`src/rtl/instr_sequencer.sv`:
```
`default_nettype none
// ============================================================================
//  Module   : instr_sequencer
//  Purpose  : Fetches 10-bit instructions over a valid/ready handshake into an
//             internal IR, steps timestep T and drives the per-step datapath
//             controls (register file, ALU A/G registers, bus drivers).
//  Ports    : clk, resetn        - clock, synchronous active-low reset
//             run                - permits new fetches (looked at only in T0)
//             ext_data/valid     - external bus word and its valid flag
//             ext_ready          - sequencer consumes ext_data this cycle
//             T, IR              - current timestep, latched instruction
//             Rin/Rout/ENW/ENR   - register-file write/read address + enable
//             Ain/Gin/Gout       - ALU register load / G bus drive
//             ALUcont            - ALU operation code
//             Ext, IRin          - external bus drive, IR load strobe
//             done, illegal      - end of legal instruction / illegal pulse
//             retired            - completed legal instruction count
//  Revision : 1.0 - initial release
// ============================================================================
module instr_sequencer #(
    parameter int         CNT_W    = 16,
    parameter logic [3:0] FUNC_MAX = 4'b1011
) (
    input  logic             clk,
    input  logic             resetn,
    input  logic             run,
    input  logic [9:0]       ext_data,
    input  logic             ext_valid,
    output logic             ext_ready,
    output logic [1:0]       T,
    output logic [9:0]       IR,
    output logic [1:0]       Rin,
    output logic [1:0]       Rout,
    output logic             ENW,
    output logic             ENR,
    output logic             Ain,
    output logic             Gin,
    output logic             Gout,
    output logic [3:0]       ALUcont,
    output logic             Ext,
    output logic             IRin,
    output logic             done,
    output logic             illegal,
    output logic [CNT_W-1:0] retired
);

    typedef enum logic [1:0] {
        S_T0 = 2'd0,
        S_T1 = 2'd1,
        S_T2 = 2'd2,
        S_T3 = 2'd3
    } step_e;

    localparam logic [3:0] c_FUNC_LOAD = 4'b0000;
    localparam logic [3:0] c_FUNC_COPY = 4'b0001;
    localparam logic [3:0] c_FUNC_INV  = 4'b0100;
    localparam logic [3:0] c_FUNC_FLIP = 4'b0101;

    step_e            r_t;
    step_e            w_t_next;
    logic [9:0]       r_ir;
    logic [CNT_W-1:0] r_retired;

    logic [1:0] w_rx;
    logic [1:0] w_ry;
    logic [3:0] w_func;
    logic       w_legal;
    logic       w_unary;

    assign w_rx    = r_ir[7:6];
    assign w_ry    = r_ir[5:4];
    assign w_func  = r_ir[3:0];
    assign w_legal = (r_ir[9:8] == 2'b00) && (w_func <= FUNC_MAX);
    assign w_unary = (w_func == c_FUNC_INV) || (w_func == c_FUNC_FLIP);

    // State register: reset aborts any instruction in flight with no write-back.
    always_ff @(posedge clk) begin
        if (!resetn) begin
            r_t       <= S_T0;
            r_ir      <= 10'd0;
            r_retired <= '0;
        end else begin
            r_t <= w_t_next;
            if (IRin) begin
                r_ir <= ext_data;
            end
            if (done) begin
                r_retired <= r_retired + {{(CNT_W-1){1'b0}}, 1'b1};
            end
        end
    end

    // Next step and control decode. Everything is held at zero while reset is
    // asserted so nothing is fetched or written during reset.
    always_comb begin
        w_t_next  = r_t;
        ext_ready = 1'b0;
        Ext       = 1'b0;
        IRin      = 1'b0;
        Rin       = 2'd0;
        Rout      = 2'd0;
        ENW       = 1'b0;
        ENR       = 1'b0;
        Ain       = 1'b0;
        Gin       = 1'b0;
        Gout      = 1'b0;
        ALUcont   = 4'd0;
        done      = 1'b0;
        illegal   = 1'b0;
        if (resetn) begin
            case (r_t)
                S_T0: begin
                    ext_ready = run;
                    Ext       = run;
                    IRin      = run & ext_valid;
                    if (run && ext_valid) begin
                        w_t_next = S_T1;
                    end
                end
                S_T1: begin
                    if (!w_legal) begin
                        illegal  = 1'b1;
                        w_t_next = S_T0;
                    end else if (w_func == c_FUNC_LOAD) begin
                        // Stall here until the immediate arrives.
                        ext_ready = 1'b1;
                        Ext       = 1'b1;
                        Rin       = w_rx;
                        ENW       = ext_valid;
                        if (ext_valid) begin
                            done     = 1'b1;
                            w_t_next = S_T0;
                        end
                    end else if (w_func == c_FUNC_COPY) begin
                        Rout     = w_ry;
                        Rin      = w_rx;
                        ENR      = 1'b1;
                        ENW      = 1'b1;
                        done     = 1'b1;
                        w_t_next = S_T0;
                    end else if (w_unary) begin
                        Rout     = w_ry;
                        ENR      = 1'b1;
                        Gin      = 1'b1;
                        ALUcont  = w_func;
                        w_t_next = S_T2;
                    end else begin
                        Rout     = w_rx;
                        ENR      = 1'b1;
                        Ain      = 1'b1;
                        w_t_next = S_T2;
                    end
                end
                S_T2: begin
                    if (w_unary) begin
                        Rin      = w_rx;
                        ENW      = 1'b1;
                        Gout     = 1'b1;
                        done     = 1'b1;
                        w_t_next = S_T0;
                    end else begin
                        Rout     = w_ry;
                        ENR      = 1'b1;
                        Gin      = 1'b1;
                        ALUcont  = w_func;
                        w_t_next = S_T3;
                    end
                end
                default: begin
                    Rin      = w_rx;
                    ENW      = 1'b1;
                    Gout     = 1'b1;
                    done     = 1'b1;
                    w_t_next = S_T0;
                end
            endcase
        end
    end

    assign T       = r_t;
    assign IR      = r_ir;
    assign retired = r_retired;

endmodule
`default_nettype wire

```
`config.mk`:
```
export PLATFORM = sky130hd
export DESIGN_NAME = instr_sequencer
export DESIGN_NICKNAME = d
export VERILOG_FILES = /design/src/rtl/instr_sequencer.sv
export SDC_FILE = /design/constraint.sdc
export NUM_CORES = 1
export LEC_CHECK = 0
export BUFFER_PORTS_ARGS = -buffer_cell sky130_fd_sc_hd__buf_4
export CAP_MARGIN = 40
export CORE_UTILIZATION = 40
export DETAILED_ROUTE_END_ITERATION = 8
export PLACE_DENSITY = 0.67
export SYNTH_ARGS = -nofsm -noshare
export SYNTH_HDL_FRONTEND = slang
export SYNTH_SLANG_ARGS = --single-unit
```
`constraint.sdc`:
```
create_clock -name clk -period 3.4 [get_ports clk]
set_clock_uncertainty 0.2 [all_clocks]
set_input_delay 0.17 -clock clk [delete_from_list [all_inputs] [get_ports clk]]
set_output_delay 0.17 -clock clk [all_outputs]
set_load 0.05 [all_outputs]
```
==> results of run 1 <==
## cells by family after synthesis
logic type / count (synthesis) / share of synthesized area
DFF: 28 / 0.3533
AOI/OAI and AO/OA: 55 / 0.2145
buffers and inverters: 21 / 0.06466
muxes: 2 / 0.01262
adders and majority gates: 5 / 0.03943
xor gates and xnor gates: 1 / 0.005522
and+or+nand+nor: 89 / 0.3099
## worst max-delay path by stage
stage / end / from / slack (ns) / depth (start not counted)
after floorplan: ext_ready / T[0] / 0.20 / 6
after global placement: retired[15] / T[0] / 0.92 / 7
after detailed placement: retired[15] / T[0] / 0.85 / 7
after CTS: ENW / T[0] / 0.61 / 6
after global routing: ENW / T[0] / 0.41 / 6
final: ENW / T[0] / 0.61 / 6
## report_power, final
part / internal (mW) / switching (mW) / leakage (nW)
clock: 0.0796 / 0.103 / 0.0216
sequential: 0.341 / 0.0192 / 0.227
combinational: 0.0846 / 0.158 / 0.627
total: 0.505 / 0.280 / 0.875
## per-layer routing
metal | track usage | up-vias | wire [um]
li1 | - | 858 | -
met1 | 0.2879 | 746 | 2072
met2 | 0.3190 | 51 | 1814
met3 | 0.04049 | 6 | 205
met4 | 0.05556 | 0 | 38
met5 | 0 | - | 0
## worst max-delay path: cells and delay by family (launching register included)
family	cells	cell delay (ns)
AOI/OAI and AO/OA	1	0.69
DFF	1	0.42
adders and majority gates	1	0.28
buffers and inverters	2	0.32
and+or+nand+nor	2	0.44
## cells in the mapped netlist (2+ instances only)
master,count,area (um^2)
and2_1,3,18.77
nor2_1,12,45.04
nor3_1,2,10.01
a21oi_1,21,105.1
or3_1,3,18.77
or4_1,11,82.58
o21ai_0,14,70.07
inv_1,6,22.52
nand2_1,32,120.1
ha_1,5,62.56
buf_4,4,30.03
nand3_1,6,30.03
or2_2,3,18.77
clkbuf_1,8,30.03
nand4_1,5,31.28
and4_1,5,43.79
dfxtp_1,28,560.5
mux2i_1,2,20.02
o31ai_1,11,82.58
## state kept, by name (all words and copies together), names as in the netlist
register  cells
retired      16
T             2
IR           10
## area by class of cell
class                      count  area, um^2  area share
clock buffer                   3       41.29     0.01900
inverter                       6       22.52     0.01036
multi-input combinational    152       923.4      0.4249
sequential                    28       560.5      0.2579
tap                           48       60.06     0.02763
timing repair buffer          72       565.5      0.2602
## timing repair
| item | CTS | global route |
|---|---|---|
| hold buffers | 10 | 0 |
| setup endpoints to repair | 0 | 0 |
| hold endpoints to repair | 10 | 0 |
==> results.py, run 1 <==
metrics = {
    "status": {
        "status": "completed",
    },
    "timing": {
        "post-route-min-period_ns": 2.786,
        "rsz0062_at_grt": "no",
        "timing.hold.ws_ns": 0.06424,
        "setup_ws_ns": 0.6138,
        "fmax_ghz": 0.3589,
        "tightest_slew_ns": 0.7728,
        "tns_ns": 0,
        "period_share": 0.8195,
        "hold_viol": 0,
        "slew-limit-headroom": 0.4848,
        "drv_slew": 0,
        "finalSetupViolCount": 0,
    },
    "die": {
        "floorplan.die.height_um": 64.98,
        "io_pins": 60,
        "num_rows": 22,
        "fp.coreArea_um2": 3744,
        "dieArea_um2": 4222,
        "initial_core_util": 0.4238,
        "die_w_um": 64.98,
    },
    "cells_and_area": {
        "layout_commonest_cell": "buf_4",
        "final_area_um2": 2173,
        "diodes": 0,
        "fill_cells": 365,
        "final_cell_mix": "buf_4 (62), nand2_1 (32), dfxtp_1 (28)",
        "drive_gt1_frac": 0.2759,
        "fin_nets": 282,
        "syn_to_final_growth_pct": 36.99,
        "instances_no_fill": 309,
        "final_util": 0.5805,
    },
    "clock_tree": {
        "clock_latency_ns": 0.27,
        "clock_sinks": 28,
        "cts_setup_buffers": 0,
        "htreeDepth": 1,
        "ctsResizeCount": 0,
        "cts_tree": "done",
        "max-clock-path-buffers": 2,
        "path_clk_slew_ns": 0.09,
        "cts_buffers": 3,
        "root_buffer": "clkbuf_8",
    },
    "logic_synthesis": {
        "synthFlopType": "dfxtp_1",
        "netlist_instances": 201,
        "ys_seq_area_frac": 0.3533,
        "synth_warnings": 0,
        "syn_area_per_cell_um2": 7.893,
        "async_flop_share": 0,
        "syn_nets": 220,
        "ys_seq_elements": 28,
        "synth_area_um2": 1587,
        "synth.distinct_cells": 39,
        "synth-edff-count": 0,
    },
    "power": {
        "ir_drop_v": 0.0003458,
        "power_density_nw_per_um2": 361.3,
        "power.total_uw": 785.3,
        "leakagePower_nw": 0.8754,
    },
    "grt": {
        "grt_pass1_wl_um": 6831,
        "antenna_found_initial": 0,
        "grt_pass1_vias": 1485,
        "track_usage": 0.2060,
        "grt_start_max_net_pins": 22,
        "grt_overflow_total": 0,
    },
    "worst_setup_path": {
        "endpoint_kind": "output pin",
        "cp-start-kind": "flop",
        "r2r_cells": 7,
        "worstPathCellList": "inv_1, ha_1, and4bb_2, a311oi_2, nor2_1, buf_4",
        "worstSetupPathType": "reg -> out",
        "rrSetupSlack_ns": 0.84,
        "cp_slowest_stage_delay_ns": 0.69,
        "arrival_ns": 2.42,
        "worstReg2RegStart": "T[0]",
        "cp_slowest_cell": "a311oi_2",
        "cp_max_fo": 11,
        "cp.required_ns": 3.03,
        "r2r-end": "retired[10]",
    },
    "place": {
        "routabilityCongestion": 0.7925,
        "place_hpwl_um": 2910,
        "dp.cells": 296,
        "numPortBuffers": 59,
        "place_area_um2": 2032,
        "preCtsSetupSlack_ns": 0.8470,
    },
    "detailed_routing": {
        "antenna_left": 0,
        "drtPass1Iterations": 4,
        "wl_um": 4131,
        "route.detailed.drc": 0,
        "vias": 1661,
        "drt_iter0_markers": 112,
        "wire_per_inst_um": 13.37,
        "vias_per_cell": 5.375,
    },
    "job": {
        "max_cap_violations": 0,
    },
    "min_path": {
        "holdPathStages": 3,
        "hold_end": "retired[15]",
        "min_from": "resetn",
        "hold_class": "in -> reg",
    },
}
(Power assumes the default switching activity.)
==> run 2, diff against run 1 <==
clock period = 2.9 ns   (was 3.4 ns; I/O delays follow)
==> run 2 against run 1 <==
Against the previous run: worst hold slack worse by 0.017 ns; sequential power up 17%; first-iteration DRC count down 25%; critical path depth up 1; sequential cell count unchanged; clock power up 29%; non-clock buffer count down 1; critical endpoint is now done; highest routed layer is now met3.
==> results.py, run 2 (synthesis results as in run 1) <==
metrics = {
    "clock_tree": {
        "htreeDepth": 1,
        "root_buffer": "clkbuf_8",
        "clock_latency_ns": 0.27,
        "clock_sinks": 28,
        "cts_setup_buffers": 0,
        "ctsResizeCount": 0,
        "path_clk_slew_ns": 0.09,
        "cts_buffers": 3,
        "cts_hold_buf": 10,
        "max-clock-path-buffers": 2,
        "cts_tree": "done",
    },
    "detailed_routing": {
        "drt_iter0_markers": 84,
        "vias_per_cell": 5.356,
        "wl_um": 4156,
        "vias": 1655,
        "wire_per_inst_um": 13.45,
        "drtPass1Iterations": 6,
        "antenna_left": 0,
        "route.detailed.drc": 0,
    },
    "timing": {
        "hold_viol": 0,
        "setup_ws_ns": 0.3189,
        "fmax_ghz": 0.3874,
        "tightest_slew_ns": 0.6431,
        "rsz0062_at_grt": "no",
        "finalSetupViolCount": 0,
        "timing.hold.ws_ns": 0.04713,
        "tns_ns": 0,
        "period_share": 0.8901,
        "slew-limit-headroom": 0.5708,
        "post-route-min-period_ns": 2.581,
        "drv_slew": 0,
    },
    "die": {
        "num_rows": 22,
        "initial_core_util": 0.4238,
        "floorplan.die.height_um": 64.98,
        "fp.coreArea_um2": 3744,
        "io_pins": 60,
        "dieArea_um2": 4222,
        "die_w_um": 64.98,
    },
    "grt": {
        "track_usage": 0.2026,
        "grt_pass1_vias": 1530,
        "grt_pass1_wl_um": 6865,
        "antenna_found_initial": 0,
        "grt_start_max_net_pins": 31,
        "grt_overflow_total": 0,
    },
    "worst_setup_path": {
        "crit_top_cell": "buf_4",
        "cp_max_fo": 30,
        "worstPathCellList": "inv_1, ha_1, and4bb_2, a311oi_2, buf_4, nor2_2, buf_4",
        "cp_slowest_cell": "dfxtp_1",
        "cp_slowest_stage_delay_ns": 0.43,
        "endpoint_kind": "output pin",
        "worstSetupPathType": "reg -> out",
        "arrival_ns": 2.24,
        "worstReg2RegStart": "T[0]",
        "cp-start-kind": "flop",
        "rrSetupSlack_ns": 0.52,
        "r2r-end": "retired[13]",
        "cp.required_ns": 2.56,
        "r2r_cells": 6,
    },
    "min_path": {
        "min_from": "resetn",
        "hold_class": "in -> reg",
        "holdPathStages": 3,
        "hold_end": "IR[8]",
    },
    "cells_and_area": {
        "fin_nets": 281,
        "layout_commonest_cell": "buf_4",
        "syn_to_final_growth_pct": 38.33,
        "diodes": 0,
        "final_cell_mix": "buf_4 (61), nand2_1 (32), dfxtp_1 (28)",
        "drive_gt1_frac": 0.2912,
        "fill_cells": 355,
        "largest_reg_flops": 16,
    },
    "place": {
        "numPortBuffers": 59,
        "preCtsSetupSlack_ns": 0.5388,
        "place_hpwl_um": 2910,
        "routabilityCongestion": 0.8203,
    },
    "power": {
        "power_density_nw_per_um2": 431.6,
        "leakagePower_nw": 0.8784,
        "power.total_uw": 947.1,
        "ir_drop_v": 0.0002696,
    },
    "job": {
        "max_cap_violations": 0,
    },
    "status": {
        "status": "completed",
    },
}
-- run 2: layout make-up --
class / count / area, um^2 / area share
clock buffer: 4 / 55.05 / 0.02509
inverter: 6 / 22.52 / 0.01026
multi-input combinational: 152 / 938.4 / 0.4276
sequential: 28 / 560.5 / 0.2554
tap: 48 / 60.06 / 0.02737
timing repair buffer: 71 / 558.0 / 0.2543
-- run 2: critical path, delay by kind of cell, from the launching register on --
family,cells,cell delay (ns)
buffers and inverters,3,0.63
DFF,1,0.43
and+or+nand+nor,2,0.36
adders and majority gates,1,0.30
AOI/OAI and AO/OA,1,0.25
-- run 2: per-stage QoR --
stage                     cell area (um^2)  std cells  utilization
after global routing                  2195        309       0.5862
final                                 2195        309       0.5862
after detailed placement              2039        295       0.5448
after floorplan                       1602        201            -
after CTS                             2195        309       0.5862
after global placement                2039        295       0.5448
-- run 2: per-layer routing --
metal  wire length, um  GRT usage  up-vias
met2              2074     0.3763       40
li1                  -          -      854
met4                 0    0.02500        0
met5                 0          0        -
met3               213    0.02993        0
met1              1867     0.2487      761
-- run 2: where the power goes --
part	leakage (nW)	switching, mW	internal [mW]	total, mW
sequential	0.227	0.0236	0.400	0.423
combinational	0.623	0.190	0.0983	0.288
clock	0.0288	0.115	0.121	0.236
-- run 2: how the worst max path moves through the flow --
stage                     startpoint     endpoint  slack, ns
after floorplan                 T[0]         done       0.03
after global placement          T[0]   retired[5]       0.65
after detailed placement        T[0]  retired[13]       0.54
after CTS                       T[0]         done       0.31
after global routing            T[0]          ENW       0.19
final                           T[0]         done       0.32
==> run 3, diff against run 2 <==
CORE_ASPECT_RATIO = 0.7   (was unset)
==> run 3 against run 2 <==
Against the previous run: cell area decreased by 0.51%; via count grew 1.5%; critical path depth is 2 lower; total power down 3.5%; clock-buffer cell count shrank 1; wire length is 1.6% lower; sequential cell count unchanged; worst setup slack got worse by 0.0088 ns; first-iteration DRC count shrank 12%; clock power is 13% lower; sequential share of layout area rose by 0.13 points; register-to-register slack gained 0.03 ns.
==> results.py, run 3 (synthesis results as in run 1) <==
metrics = {
    "grt": {
        "grt_start_max_net_pins": 31,
        "grt_overflow_total": 0,
        "antenna_found_initial": 0,
        "grt_pass1_vias": 1338,
        "grt_pass1_wl_um": 6506,
        "track_usage": 0.2028,
    },
    "power": {
        "p_switching_uw": 323.0,
        "p_seq_frac": 0.463,
        "ir_drop_v": 0.0002782,
        "swShare": 0.3533,
        "power_density_nw_per_um2": 418.7,
        "power.total_uw": 914.2,
        "leakagePower_nw": 0.8712,
        "combPwrFrac": 0.313,
        "clock_power_share": 0.224,
        "internal_power_uw": 591.2,
    },
    "place": {
        "routabilityCongestion": 0.7755,
        "place_hpwl_um": 3007,
        "place_area_um2": 2042,
        "numPortBuffers": 59,
    },
    "cells_and_area": {
        "largest_reg_flops": 16,
        "final_cell_mix": "buf_4 (61), nand2_1 (32), dfxtp_1 (28)",
        "layout_commonest_cell": "buf_4",
        "syn_to_final_growth_pct": 37.62,
        "fin_nets": 281,
        "diodes": 0,
        "final_util": 0.5984,
        "drive_gt1_frac": 0.2885,
        "final_area_um2": 2183,
    },
    "detailed_routing": {
        "vias_per_cell": 5.419,
        "vias": 1680,
        "wire_per_inst_um": 13.19,
        "wl_um": 4089,
        "antenna_left": 0,
        "drt_iter0_markers": 74,
        "route.detailed.drc": 0,
        "drtPass1Iterations": 4,
    },
    "status": {
        "status": "completed",
    },
    "worst_setup_path": {
        "arrival_ns": 2.24,
        "cp.required_ns": 2.56,
        "cp_slowest_cell": "a211oi_1",
        "worstSetupPathType": "reg -> out",
        "cp_max_fo": 11,
        "cp-start-kind": "flop",
        "endpoint_kind": "output pin",
        "critPathBufInv": 1,
        "crit_family": "compound AO/OA/AOI/OAI gates",
        "worstPathCellList": "a211oi_1, and2_0, a21oi_1, nor3_2, buf_4",
        "cp_slowest_stage_delay_ns": 0.63,
    },
    "timing": {
        "hold_viol": 0,
        "period_share": 0.8931,
        "drv_slew": 0,
        "fmax_ghz": 0.3861,
        "rsz0062_at_grt": "no",
        "tns_ns": 0,
        "post-route-min-period_ns": 2.590,
        "tightest_slew_ns": 0.6707,
        "finalSetupViolCount": 0,
        "slew-limit-headroom": 0.5524,
    },
    "clock_tree": {
        "root_buffer": "clkbuf_8",
        "path_clk_slew_ns": 0.09,
        "cts_tree": "done",
        "cts_buffers": 3,
        "clock_latency_ns": 0.27,
        "max-clock-path-buffers": 2,
        "clock_sinks": 28,
        "htreeDepth": 1,
    },
    "die": {
        "die_w_um": 77.28,
        "dieArea_um2": 4226,
        "fp.coreArea_um2": 3649,
        "initial_core_util": 0.4348,
        "num_rows": 18,
        "io_pins": 60,
        "floorplan.die.height_um": 54.69,
    },
    "job": {
        "max_cap_violations": 0,
    },
    "min_path": {
        "hold_class": "in -> reg",
    },
}
## run 3: cell count changes in the layout (fill, tap and decap cells not counted)
cell,before,now
clkbuf_8,4,3
## run 3: repair_timing
action / in CTS / in global routing
resized for setup: 0 / 0
hold endpoints to repair: 10 / 0
setup buffers: 0 / 0
hold buffers: 10 / 0
## run 3: per-stage QoR
step / hold slack (ns) / std cells / worst slack [ns]
final: 0.03633 / 310 / 0.3100
after floorplan: 0.05362 / 201 / 0.03094
after detailed placement: 0.1450 / 297 / 0.5533
after global routing: 0.03551 / 310 / 0.02180
after global placement: 0.1414 / 297 / 0.6145
after CTS: 0.03447 / 310 / 0.3111
## run 3: per-layer routing
metal	global-route usage	up-vias	part of all wire
met4	0.06918	0	0.0066
met3	0.04500	2	0.060
met2	0.2743	54	0.42
li1	-	858	-
met5	0	-	0
met1	0.3069	766	0.52
## run 3: final cells by class
cell class | count | area, um^2
Multi-Input combinational cell | 152 | 938.4
Tap cell | 50 | 62.56
Clock buffer | 3 | 41.29
Inverter | 6 | 22.52
Sequential cell | 28 | 560.5
Timing Repair Buffer | 71 | 558.0
Fill cell | 355 | 1465
## run 3: power groups by stage
stage	Sequential [mW]	Combinational, mW	Clock, mW
after CTS	0.423	0.286	0.218
after detailed placement	0.432	0.275	0
final	0.423	0.286	0.205
after floorplan	0.477	0.155	0
after global placement	0.431	0.274	0
after global routing	0.427	0.308	0.236
## run 3: final timing paths
path	startpoint	to	slack, ns	cells past startpoint
worst min-delay path	resetn	retired[15]	0.04	3
worst min register to register	retired[15]	retired[15]	0.27	1
worst max-delay path	IR[2]	ENR	0.31	5
worst max register to register	T[1]	retired[6]	0.55	7
## run 3: worst register-to-register path, cell delays in order, from the launching register on
cell and delay (ns):
dfxtp_1 0.36, inv_1 0.09, ha_1 0.28, nor4b_4 0.30, a311oi_2 0.14, buf_4 0.24, or4_1 0.53, a21oi_1 0.15
